<file path="config.mk">
export PLATFORM = sky130hd
export DESIGN_NAME = pbus_fetch
export DESIGN_NICKNAME = d
export VERILOG_FILES = /design/src/rtl/pbus_fetch.sv
export SDC_FILE = /design/constraint.sdc
export NUM_CORES = 1
export LEC_CHECK = 0
export ABC_AREA = 0
export CAP_MARGIN = 15
export CORE_MARGIN = 2
export CORE_UTILIZATION = 35
export DETAILED_ROUTE_END_ITERATION = 16
export PLACE_DENSITY = 0.68
export SLEW_MARGIN = 10
export SYNTH_ARGS = -nofsm -noshare
export SYNTH_HDL_FRONTEND = slang
export SYNTH_SLANG_ARGS = --single-unit
</file>
<file path="constraint.sdc">
create_clock -name CLK_24M -period 2.1 [get_ports CLK_24M]
set_clock_uncertainty 0.2 [all_clocks]
set_input_delay 0.42 -clock CLK_24M [delete_from_list [all_inputs] [get_ports CLK_24M]]
set_output_delay 0.42 -clock CLK_24M [all_outputs]
set_load 0.02 [all_outputs]
</file>
<file path="src/rtl/pbus_fetch.sv">
// -----------------------------------------------------------------------------
// pbus_fetch
//
// Purpose:
//   Cartridge fetch sequencer for the multiplexed PBUS. It accepts one pending
//   sprite request and one pending fix request. It runs one bus transaction at
//   a time. When both kinds are waiting, it alternates between them.
//
//   Each transaction walks the state sequence IDLE -> ADDR -> PULSE -> HOLD ->
//   WAIT(n) -> IDLE:
//     - The address is driven from ADDR entry onward.
//     - The matching address latch (PCK1B or PCK2B) goes low for the PULSE
//       cycle. It rises again on HOLD entry, and the cartridge latches the
//       address on that rising edge.
//     - After the WAIT cycles, the cartridge data bus is captured and a
//       one-cycle VALID strobe is raised.
//
// Parameters:
//   SPR_WAIT  cycles from PCK1B rising edge to CR capture   (1..15)
//   FIX_WAIT  cycles from PCK2B rising edge to FIXD capture (1..15)
//
// Ports:
//   CLK_24M    in   1   clock, all state on rising edge
//   nRESET     in   1   asynchronous active-low reset
//   SPR_REQ    in   1   sprite fetch request (accepted when SPR_READY=1)
//   SPR_TILE   in  16   sprite tile number
//   SPR_LINE   in   4   sprite line within tile
//   SPR_HALF   in   1   sprite half select (driven onto CA4)
//   SPR_READY  out  1   sprite request slot free
//   SPR_DATA   out 32   captured sprite bitplane word
//   SPR_VALID  out  1   one-cycle strobe, SPR_DATA fresh
//   FIX_REQ    in   1   fix fetch request (accepted when FIX_READY=1)
//   FIX_TILE   in  12   fix tile number
//   FIX_LINE   in   3   fix line within tile
//   FIX_HALF   in   1   fix column half (driven onto S2H1)
//   FIX_READY  out  1   fix request slot free
//   FIX_DATA   out  8   captured fix byte
//   FIX_VALID  out  1   one-cycle strobe, FIX_DATA fresh
//   PBUS       out 20   multiplexed cartridge address
//   CA4        out  1   sprite half select to cartridge
//   S2H1       out  1   fix half select to cartridge
//   PCK1B      out  1   sprite address latch, idle high
//   PCK2B      out  1   fix address latch, idle high
//   CR         in  32   sprite data from cartridge
//   FIXD       in   8   fix data from cartridge
// -----------------------------------------------------------------------------
module pbus_fetch #(
    parameter int unsigned SPR_WAIT = 3,
    parameter int unsigned FIX_WAIT = 2
) (
    input  logic        CLK_24M,
    input  logic        nRESET,
    input  logic        SPR_REQ,
    input  logic [15:0] SPR_TILE,
    input  logic [3:0]  SPR_LINE,
    input  logic        SPR_HALF,
    output logic        SPR_READY,
    output logic [31:0] SPR_DATA,
    output logic        SPR_VALID,
    input  logic        FIX_REQ,
    input  logic [11:0] FIX_TILE,
    input  logic [2:0]  FIX_LINE,
    input  logic        FIX_HALF,
    output logic        FIX_READY,
    output logic [7:0]  FIX_DATA,
    output logic        FIX_VALID,
    output logic [19:0] PBUS,
    output logic        CA4,
    output logic        S2H1,
    output logic        PCK1B,
    output logic        PCK2B,
    input  logic [31:0] CR,
    input  logic [7:0]  FIXD
);

    localparam logic [3:0] SPR_WAIT_4 = 4'(SPR_WAIT);
    localparam logic [3:0] FIX_WAIT_4 = 4'(FIX_WAIT);

    typedef enum logic [2:0] {
        S_IDLE,
        S_ADDR,
        S_PULSE,
        S_HOLD,
        S_WAIT
    } state_t;

    state_t      state_q, state_d;
    logic        spr_pending, fix_pending;
    logic        last_fix;
    logic        cur_fix;
    logic [3:0]  wait_cnt;
    logic [15:0] spr_tile_q;
    logic [3:0]  spr_line_q;
    logic        spr_half_q;
    logic [11:0] fix_tile_q;
    logic [2:0]  fix_line_q;
    logic        fix_half_q;
    logic        start_spr, start_fix, wait_done;
    logic        spr_accept, fix_accept;

    // A pending flag covers both "queued" and "in flight". It is cleared only
    // on capture, so READY is simply its inverse.
    assign SPR_READY  = ~spr_pending;
    assign FIX_READY  = ~fix_pending;
    assign spr_accept = SPR_REQ & ~spr_pending;
    assign fix_accept = FIX_REQ & ~fix_pending;

    always_ff @(posedge CLK_24M or negedge nRESET) begin
        if (!nRESET) begin
            state_q <= S_IDLE;
        end else begin
            state_q <= state_d;
        end
    end

    // Arbitration works only from registered pending flags. A request
    // accepted on this edge therefore first competes in the next IDLE cycle.
    // When both kinds are pending, the sprite wins unless a sprite was served
    // last.
    always_comb begin
        state_d   = state_q;
        start_spr = 1'b0;
        start_fix = 1'b0;
        wait_done = 1'b0;
        case (state_q)
            S_IDLE: begin
                if (spr_pending && (!fix_pending || last_fix)) begin
                    start_spr = 1'b1;
                    state_d   = S_ADDR;
                end else if (fix_pending) begin
                    start_fix = 1'b1;
                    state_d   = S_ADDR;
                end
            end
            S_ADDR:  state_d = S_PULSE;
            S_PULSE: state_d = S_HOLD;
            S_HOLD:  state_d = S_WAIT;
            S_WAIT: begin
                if (wait_cnt <= 4'd1) begin
                    wait_done = 1'b1;
                    state_d   = S_IDLE;
                end
            end
            default: state_d = S_IDLE;
        endcase
    end

    // Datapath and bus outputs.
    // All outputs are registered so that the cartridge sees glitch-free
    // PBUS and latch strobes. Address and half-select are loaded on the
    // IDLE->ADDR edge and are left untouched until the next start.
    always_ff @(posedge CLK_24M or negedge nRESET) begin
        if (!nRESET) begin
            spr_pending <= 1'b0;
            fix_pending <= 1'b0;
            last_fix    <= 1'b1;
            cur_fix     <= 1'b0;
            wait_cnt    <= 4'd0;
            spr_tile_q  <= 16'd0;
            spr_line_q  <= 4'd0;
            spr_half_q  <= 1'b0;
            fix_tile_q  <= 12'd0;
            fix_line_q  <= 3'd0;
            fix_half_q  <= 1'b0;
            PBUS        <= 20'd0;
            CA4         <= 1'b0;
            S2H1        <= 1'b0;
            PCK1B       <= 1'b1;
            PCK2B       <= 1'b1;
            SPR_DATA    <= 32'd0;
            FIX_DATA    <= 8'd0;
            SPR_VALID   <= 1'b0;
            FIX_VALID   <= 1'b0;
        end else begin
            SPR_VALID <= 1'b0;
            FIX_VALID <= 1'b0;

            if (spr_accept) begin
                spr_pending <= 1'b1;
                spr_tile_q  <= SPR_TILE;
                spr_line_q  <= SPR_LINE;
                spr_half_q  <= SPR_HALF;
            end
            if (fix_accept) begin
                fix_pending <= 1'b1;
                fix_tile_q  <= FIX_TILE;
                fix_line_q  <= FIX_LINE;
                fix_half_q  <= FIX_HALF;
            end

            if (start_spr) begin
                cur_fix  <= 1'b0;
                last_fix <= 1'b0;
                PBUS     <= {spr_tile_q, spr_line_q};
                CA4      <= spr_half_q;
            end
            if (start_fix) begin
                cur_fix  <= 1'b1;
                last_fix <= 1'b1;
                PBUS     <= {4'b0000, fix_tile_q, fix_line_q, 1'b0};
                S2H1     <= fix_half_q;
            end

            // Only the latch that belongs to the active kind drops, and only
            // for the PULSE cycle. Its rise on HOLD entry is the latch edge.
            if (state_q == S_ADDR) begin
                PCK1B <= cur_fix;
                PCK2B <= ~cur_fix;
            end
            if (state_q == S_PULSE) begin
                PCK1B <= 1'b1;
                PCK2B <= 1'b1;
            end

            if (state_q == S_HOLD) begin
                wait_cnt <= cur_fix ? FIX_WAIT_4 : SPR_WAIT_4;
            end
            if (state_q == S_WAIT) begin
                wait_cnt <= wait_cnt - 4'd1;
            end

            if (wait_done) begin
                if (cur_fix) begin
                    FIX_DATA    <= FIXD;
                    FIX_VALID   <= 1'b1;
                    fix_pending <= 1'b0;
                end else begin
                    SPR_DATA    <= CR;
                    SPR_VALID   <= 1'b1;
                    spr_pending <= 1'b0;
                end
            end
        end
    end

endmodule

</file>
==> results of run 1 <==
metrics by stage:
step,instance area (µm²),util,hold slack [ns],TNS (ns)
global route,7060,0.555,0.314,0
floorplan,4610,-,-0.0756,-0.00383
CTS,7020,0.552,0.288,0
detailed placement,6400,0.503,0.185,0
global placement,6400,0.503,0.187,0
finish,7060,0.555,0.286,0
per-layer routing:
layer,routed length (µm),global-route usage,vias to the layer above
li1,-,-,1582
met1,4460,0.190,1702
met2,5820,0.276,107
met3,618,0.0497,14
met4,198,0.0692,0
met5,0,0,-
worst max path at each step:
stage | end | cells after the start | startpoint | slack (ns)
floorplan | SPR_DATA[10]$_DFFE_PN0P_ | 5 | state_q[2]$_DFFE_PN0P_ | -0.0004
finish | SPR_DATA[24]$_DFFE_PN0P_ | 5 | state_q[0]$_DFFE_PN0P_ | 0.06
global placement | SPR_DATA[20]$_DFFE_PN0P_ | 6 | wait_cnt[0]$_DFFE_PN0P_ | 0.11
CTS | SPR_DATA[5]$_DFFE_PN0P_ | 6 | wait_cnt[0]$_DFFE_PN0P_ | 0.03
global route | SPR_DATA[26]$_DFFE_PN0P_ | 5 | state_q[0]$_DFFE_PN0P_ | 0.003
detailed placement | SPR_DATA[18]$_DFFE_PN0P_ | 6 | wait_cnt[0]$_DFFE_PN0P_ | 0.04
cells by family (layout without fill, tap and decap cells):
group / count (synthesis) / in the layout
xor gates and xnor gates: 1 / 1
muxes: 74 / 74
and+or+nand+nor: 56 / 56
DFF: 114 / 114
buffers and inverters: 32 / 214
adders and majority gates: 2 / 2
AOI/OAI and AO/OA: 69 / 69
timing repair:
| item | CTS | global route |
|---|---|---|
| hold buffers | 1 | 0 |
| resized for setup | 4 | 7 |
| cloned | 0 | 1 |
| setup endpoints to repair | 4 | 32 |
| pin swaps | 0 | 1 |
| hold endpoints to repair | 28 | 0 |
| buffers inserted | 0 | 1 |
cell usage after synthesis (2+ instances only):
cell	count	area share
dfrtp_1	111	0.60
mux2_2	72	0.18
nor2_1	25	0.020
a21oi_1	20	0.022
o21ai_0	16	0.017
nand2_1	15	0.012
clkbuf_1	13	0.011
inv_1	13	0.011
a221oi_1	8	0.015
o31ai_1	8	0.013
a22o_1	6	0.011
nor3_1	4	0.0044
buf_6	3	0.0073
dfstp_2	3	0.017
a2bb2oi_1	2	0.0038
ha_1	2	0.0054
nor2b_1	2	0.0027
worst max-delay path, cell delays in order (launching register included):
cell and delay (ns):
dfrtp_1 0.37, or3b_4 0.41, nor4b_4 0.24, buf_4 0.17, buf_8 0.17, mux2_2 0.35
cell type report:
class	count	area (µm²)	share of cell area
Clock buffer	18	429	0.0608
Clock inverter	14	189	0.0268
Inverter	13	48.8	0.00692
Multi-Input combinational cell	202	1610	0.228
Sequential cell	114	2860	0.405
Tap cell	172	215	0.0305
Timing Repair Buffer	169	1710	0.243
layout by cell type, fill, tap and decap left out, drive strengths merged, types with 6 or more instances in the layout:
cell | Yosys | layout
clkdlybuf4s50 | 0 | 143
dfrtp | 111 | 111
mux2 | 73 | 73
nor2 | 25 | 25
buf | 6 | 21
a21oi | 20 | 20
clkbuf | 13 | 18
o21ai | 16 | 16
nand2 | 15 | 15
inv | 13 | 13
a221oi | 8 | 8
o31ai | 8 | 8
clkinv | 0 | 7
a22o | 6 | 6
report_power, final:
part	switching [mW]	leakage (nW)	internal, mW
Combinational	1.94	1.37	2.05
Clock	0.990	0.296	1.98
Sequential	0.529	1.42	3.18
sequential cells by signal, indices dropped and copies added, names as in the netlist, 4 cells and up:
signal	count
spr_line_q	4
PBUS	20
fix_tile_q	12
wait_cnt	4
SPR_DATA	32
spr_tile_q	16
FIX_DATA	8
==> results.cfg, run 1 <==
[synthesis]
synth_nets = 431
postSynthCellCount = 348
synth_edf_count = 0
yosys.area_share.simple = 0.0606
synth_cell_types = 42
synth-xor-area-share = 0.00190
muxShareOfSynthArea = 0.181
synth-seq-cells = 114
yosysSeqAreaShare = 0.621
synth_ff_type = dfrtp_1
syn_avg_cell_area_um2 = 13.2
synth_area_um2 = 4600
synth_compound_area_frac = 0.0984
synth_warnings = 0
synth-async-reset-ratio = 1.00
synth_fa_ha_area_frac = 0.00544
synth_top_family_by_area = multiplexers

[global_route]
grt_pass1_vias = 3546
grt_pass1_wl_um = 17900
grt_start_max_net_pins = 36
antenna_found_initial = 0
grt_overflow = 0
grt.total_usage = 0.163

[floorplanning]
fp.dieArea_um2 = 14100
die_w_um = 119
initial_core_util = 0.362
pin_count = 149
die-height_um = 119
core_um2 = 12700
row_count = 41

[cells_and_area]
fin_nets = 600
diodes = 0
drive_above_1_share = 0.255
area_growth_pct = 53.3
fillers = 1079
fin_cells = 702

[timing]
tightest_slew_ns = 0.426
fmax_mhz = 490
rsz0062_at_grt = no
setup_ws_ns = 0.0596
slew_violations = 0
finalCritPeriodShare = 0.972
hold_violations = 0
period_needed_ns = 2.04
finalSetupViolCount = 0
max_slew_margin = 0.715

[clock_network]
cts.sinks = 114
path_clk_slew_ns = 0.06
clk_latency_ns = 0.40
htreeDepth = 4
clk_path_buf_depth = 2
root_buffer = clkbuf_16
cts_tree = yes
cts_buffers = 17

[detailed_routing]
wl_per_cell_um = 15.8
vias_per_cell = 4.85
vias = 3405
ant_nets = 0
drc = 0
drt_iter0_drc = 160
first_pass_iters = 5
wirelength_um = 11100

[placed_design]
hpwl_um = 7920
routabilityCongestion = 0.751
place_ws_ns = 0.0436
dp.cells = 667
portBuffers = 148

[pwr]
finalPower_mw = 10.7
powerDensity_nw_per_um2 = 1510
leakage_nw = 3.09
peakVddDrop_mv = 0.686

[job]
cap_viol_max_count = 0

[critical_path]
critical_path_arrival_ns = 2.12
crit_type = register to register
regToRegSetupSlack_ns = 0.06
r2r_end = SPR_DATA[24]$_DFFE_PN0P_
rr_startpoint = state_q[0]$_DFFE_PN0P_
end_kind = register
reg2regPathDepth = 5
worst_setup_path_start_kind = register
crit_fanout = 16
crit_required_ns = 2.18

[min_path]
min_path_type = register to register
min_from = spr_line_q[0]$_DFFE_PN0P_
worstHoldEndpoint = PBUS[0]$_DFFE_PN0P_
min_path_cells = 1

[run_status]
status = finished, final reports clean
Note: power is estimated with default switching activity, not from simulation.
==> run 2, diff against run 1 <==
--- a/config.mk
+++ b/config.mk
@@ -8,9 +8,10 @@
 export ABC_AREA = 0
 export CAP_MARGIN = 15
 export CORE_MARGIN = 2
-export CORE_UTILIZATION = 35
+export CORE_UTILIZATION = 30
 export DETAILED_ROUTE_END_ITERATION = 16
-export PLACE_DENSITY = 0.68
+export PLACE_DENSITY = 0.6
+export SETUP_SLACK_MARGIN = 0.1
 export SLEW_MARGIN = 10
 export SYNTH_ARGS = -nofsm -noshare
 export SYNTH_HDL_FRONTEND = slang
==> run 2 against run 1 <==
  * Cell count grew 2.8%
  * Count of clock-buffer cells in the layout rose by 2
  * Sequential cell count is the same
  * Combinational power decreased by 3%
  * Power shrank 0.14%
  * Sequential share of layout area down 1.2 points
  * Non-clock buffer count is 4 higher
  * Utilization down 7.3 points
  * Critical endpoint is now SPR_DATA[31]$_DFFE_PN0P_
==> results.cfg, run 2 (synthesized netlist as in run 1, its figures left out) <==
[pwr]
peakVddDrop_mv = 0.629
powerDensity_nw_per_um2 = 1470
leakage_nw = 3.66

[timing]
rsz0062_at_grt = yes
fmax_mhz = 485
finalSetupViolCount = 0
finalCritPeriodShare = 0.982
tightest_slew_ns = 0.552
slew_violations = 0
period_needed_ns = 2.06
tns_ns = 0
hold_violations = 0
max_slew_margin = 0.632

[placed_design]
portBuffers = 148
routabilityCongestion = 0.748
hpwl_um = 7850

[critical_path]
rr_startpoint = state_q[1]$_DFFE_PN0P_
cp_top_family = simple AND/OR/NAND/NOR gates
critical_path_arrival_ns = 2.15
end_kind = register
crit_path_max_incr_delay_ns = 0.41
worst_setup_path_start_kind = register
worst-path-buf-inv = 2
crit_slowest_cell = or3b_4
r2r_end = SPR_DATA[31]$_DFFE_PN0P_
reg2regPathDepth = 5
crit_fanout = 9
regToRegSetupSlack_ns = 0.04
crit_path_cell_trace = or3b_4 > nor4b_4 > buf_6 > buf_12 > mux2_2
crit_type = register to register
crit_required_ns = 2.19

[detailed_routing]
wirelength_um = 11900
drt_iter0_drc = 139
ant_nets = 0
vias_per_cell = 4.72
drc = 0
first_pass_iters = 6
wl_per_cell_um = 16.5
vias = 3410

[global_route]
grt_overflow = 0
grt_start_max_net_pins = 39
antenna_found_initial = 0
grt.total_usage = 0.149
grt_pass1_wl_um = 18800
grt_pass1_vias = 3633

[clock_network]
path_clk_slew_ns = 0.06
clk_latency_ns = 0.41
clk_path_buf_depth = 2
cts_tree = yes
htreeDepth = 4
root_buffer = clkbuf_16
cts_buffers = 17
cts.sinks = 114

[cells_and_area]
top_regs = SPR_DATA x32, PBUS x20, spr_tile_q x16
final_common_cell = dfrtp_1
fillers = 1374
diodes = 0
drive_above_1_share = 0.270
utilization = 0.482
largest_register_ffs = 32
fin_nets = 604
area_growth_pct = 57.9
regMostFlops = SPR_DATA
mostFrequentLayoutCells = 110 x dfrtp_1, 79 x clkdlybuf4s50_1, 56 x mux2_2

[min_path]
min_path_type = register to register
min_path_cells = 1
worstHoldEndpoint = PBUS[16]$_DFFE_PN0P_
min_from = spr_tile_q[12]$_DFFE_PN0P_

[job]
cap_viol_max_count = 0

[floorplanning]
fp.dieArea_um2 = 16300
core_um2 = 15100
row_count = 45
die-height_um = 128
die_w_um = 128
initial_core_util = 0.305
pin_count = 149

[run_status]
status = finished, final reports clean
[run 2: power breakdown]
part           internal, mW  total (mW)  switching [mW]
Clock                  2.08        3.09            1.01
Combinational          1.90        3.88            1.98
Sequential             3.18        3.68           0.504
[run 2: metrics by stage]
stage / power (mW) / std cells / worst slack, ns / hold slack, ns / area (µm²)
floorplan: 5.94 / 348 / -0.000370 / -0.0756 / 4610
global placement: 7.69 / 683 / 0.122 / 0.235 / 6440
detailed placement: 7.82 / 683 / 0.0452 / 0.244 / 6440
CTS: 10.7 / 716 / 0.0469 / 0.287 / 7040
global route: 11.4 / 722 / -0.00577 / 0.311 / 7270
finish: 10.7 / 722 / 0.0386 / 0.289 / 7270
[run 2: worst max path at each step]
stage | from | end | slack [ns] | cells after the start
floorplan | state_q[2]$_DFFE_PN0P_ | SPR_DATA[10]$_DFFE_PN0P_ | -0.0004 | 5
global placement | wait_cnt[0]$_DFFE_PN0P_ | SPR_DATA[15]$_DFFE_PN0P_ | 0.12 | 6
detailed placement | wait_cnt[0]$_DFFE_PN0P_ | SPR_DATA[31]$_DFFE_PN0P_ | 0.05 | 6
CTS | wait_cnt[0]$_DFFE_PN0P_ | SPR_DATA[31]$_DFFE_PN0P_ | 0.05 | 6
global route | state_q[1]$_DFFE_PN0P_ | SPR_DATA[7]$_DFFE_PN0P_ | -0.006 | 5
finish | state_q[1]$_DFFE_PN0P_ | SPR_DATA[31]$_DFFE_PN0P_ | 0.04 | 5
[run 2: area by class of cell]
class	instances	area (µm²)	area share
clock buffer	20	467	0.0642
timing repair buffer	173	1800	0.248
multi-input combinational	202	1670	0.230
sequential	114	2860	0.393
tap	188	235	0.0324
clock inverter	12	180	0.0248
inverter	13	48.8	0.00671
[run 2: repair_timing]
| action | in CTS | in global routing |
|---|---|---|
| cloned | 0 | 4 |
| resized for setup | 43 | 47 |
| endpoints found under the hold margin | 32 | 0 |
| pin swaps | 0 | 2 |
| hold buffers | 1 | 0 |
| buffers inserted | 0 | 2 |
| endpoints found under the setup margin | 75 | 68 |
[run 2: layer usage]
layer	vias to the layer above	wire length [µm]	global-route usage	part of all wire
li1	1596	-	-	-
met1	1669	5160	0.183	0.43
met2	129	5610	0.239	0.47
met3	16	958	0.0576	0.081
met4	0	169	0.0543	0.014
met5	-	0	0	0
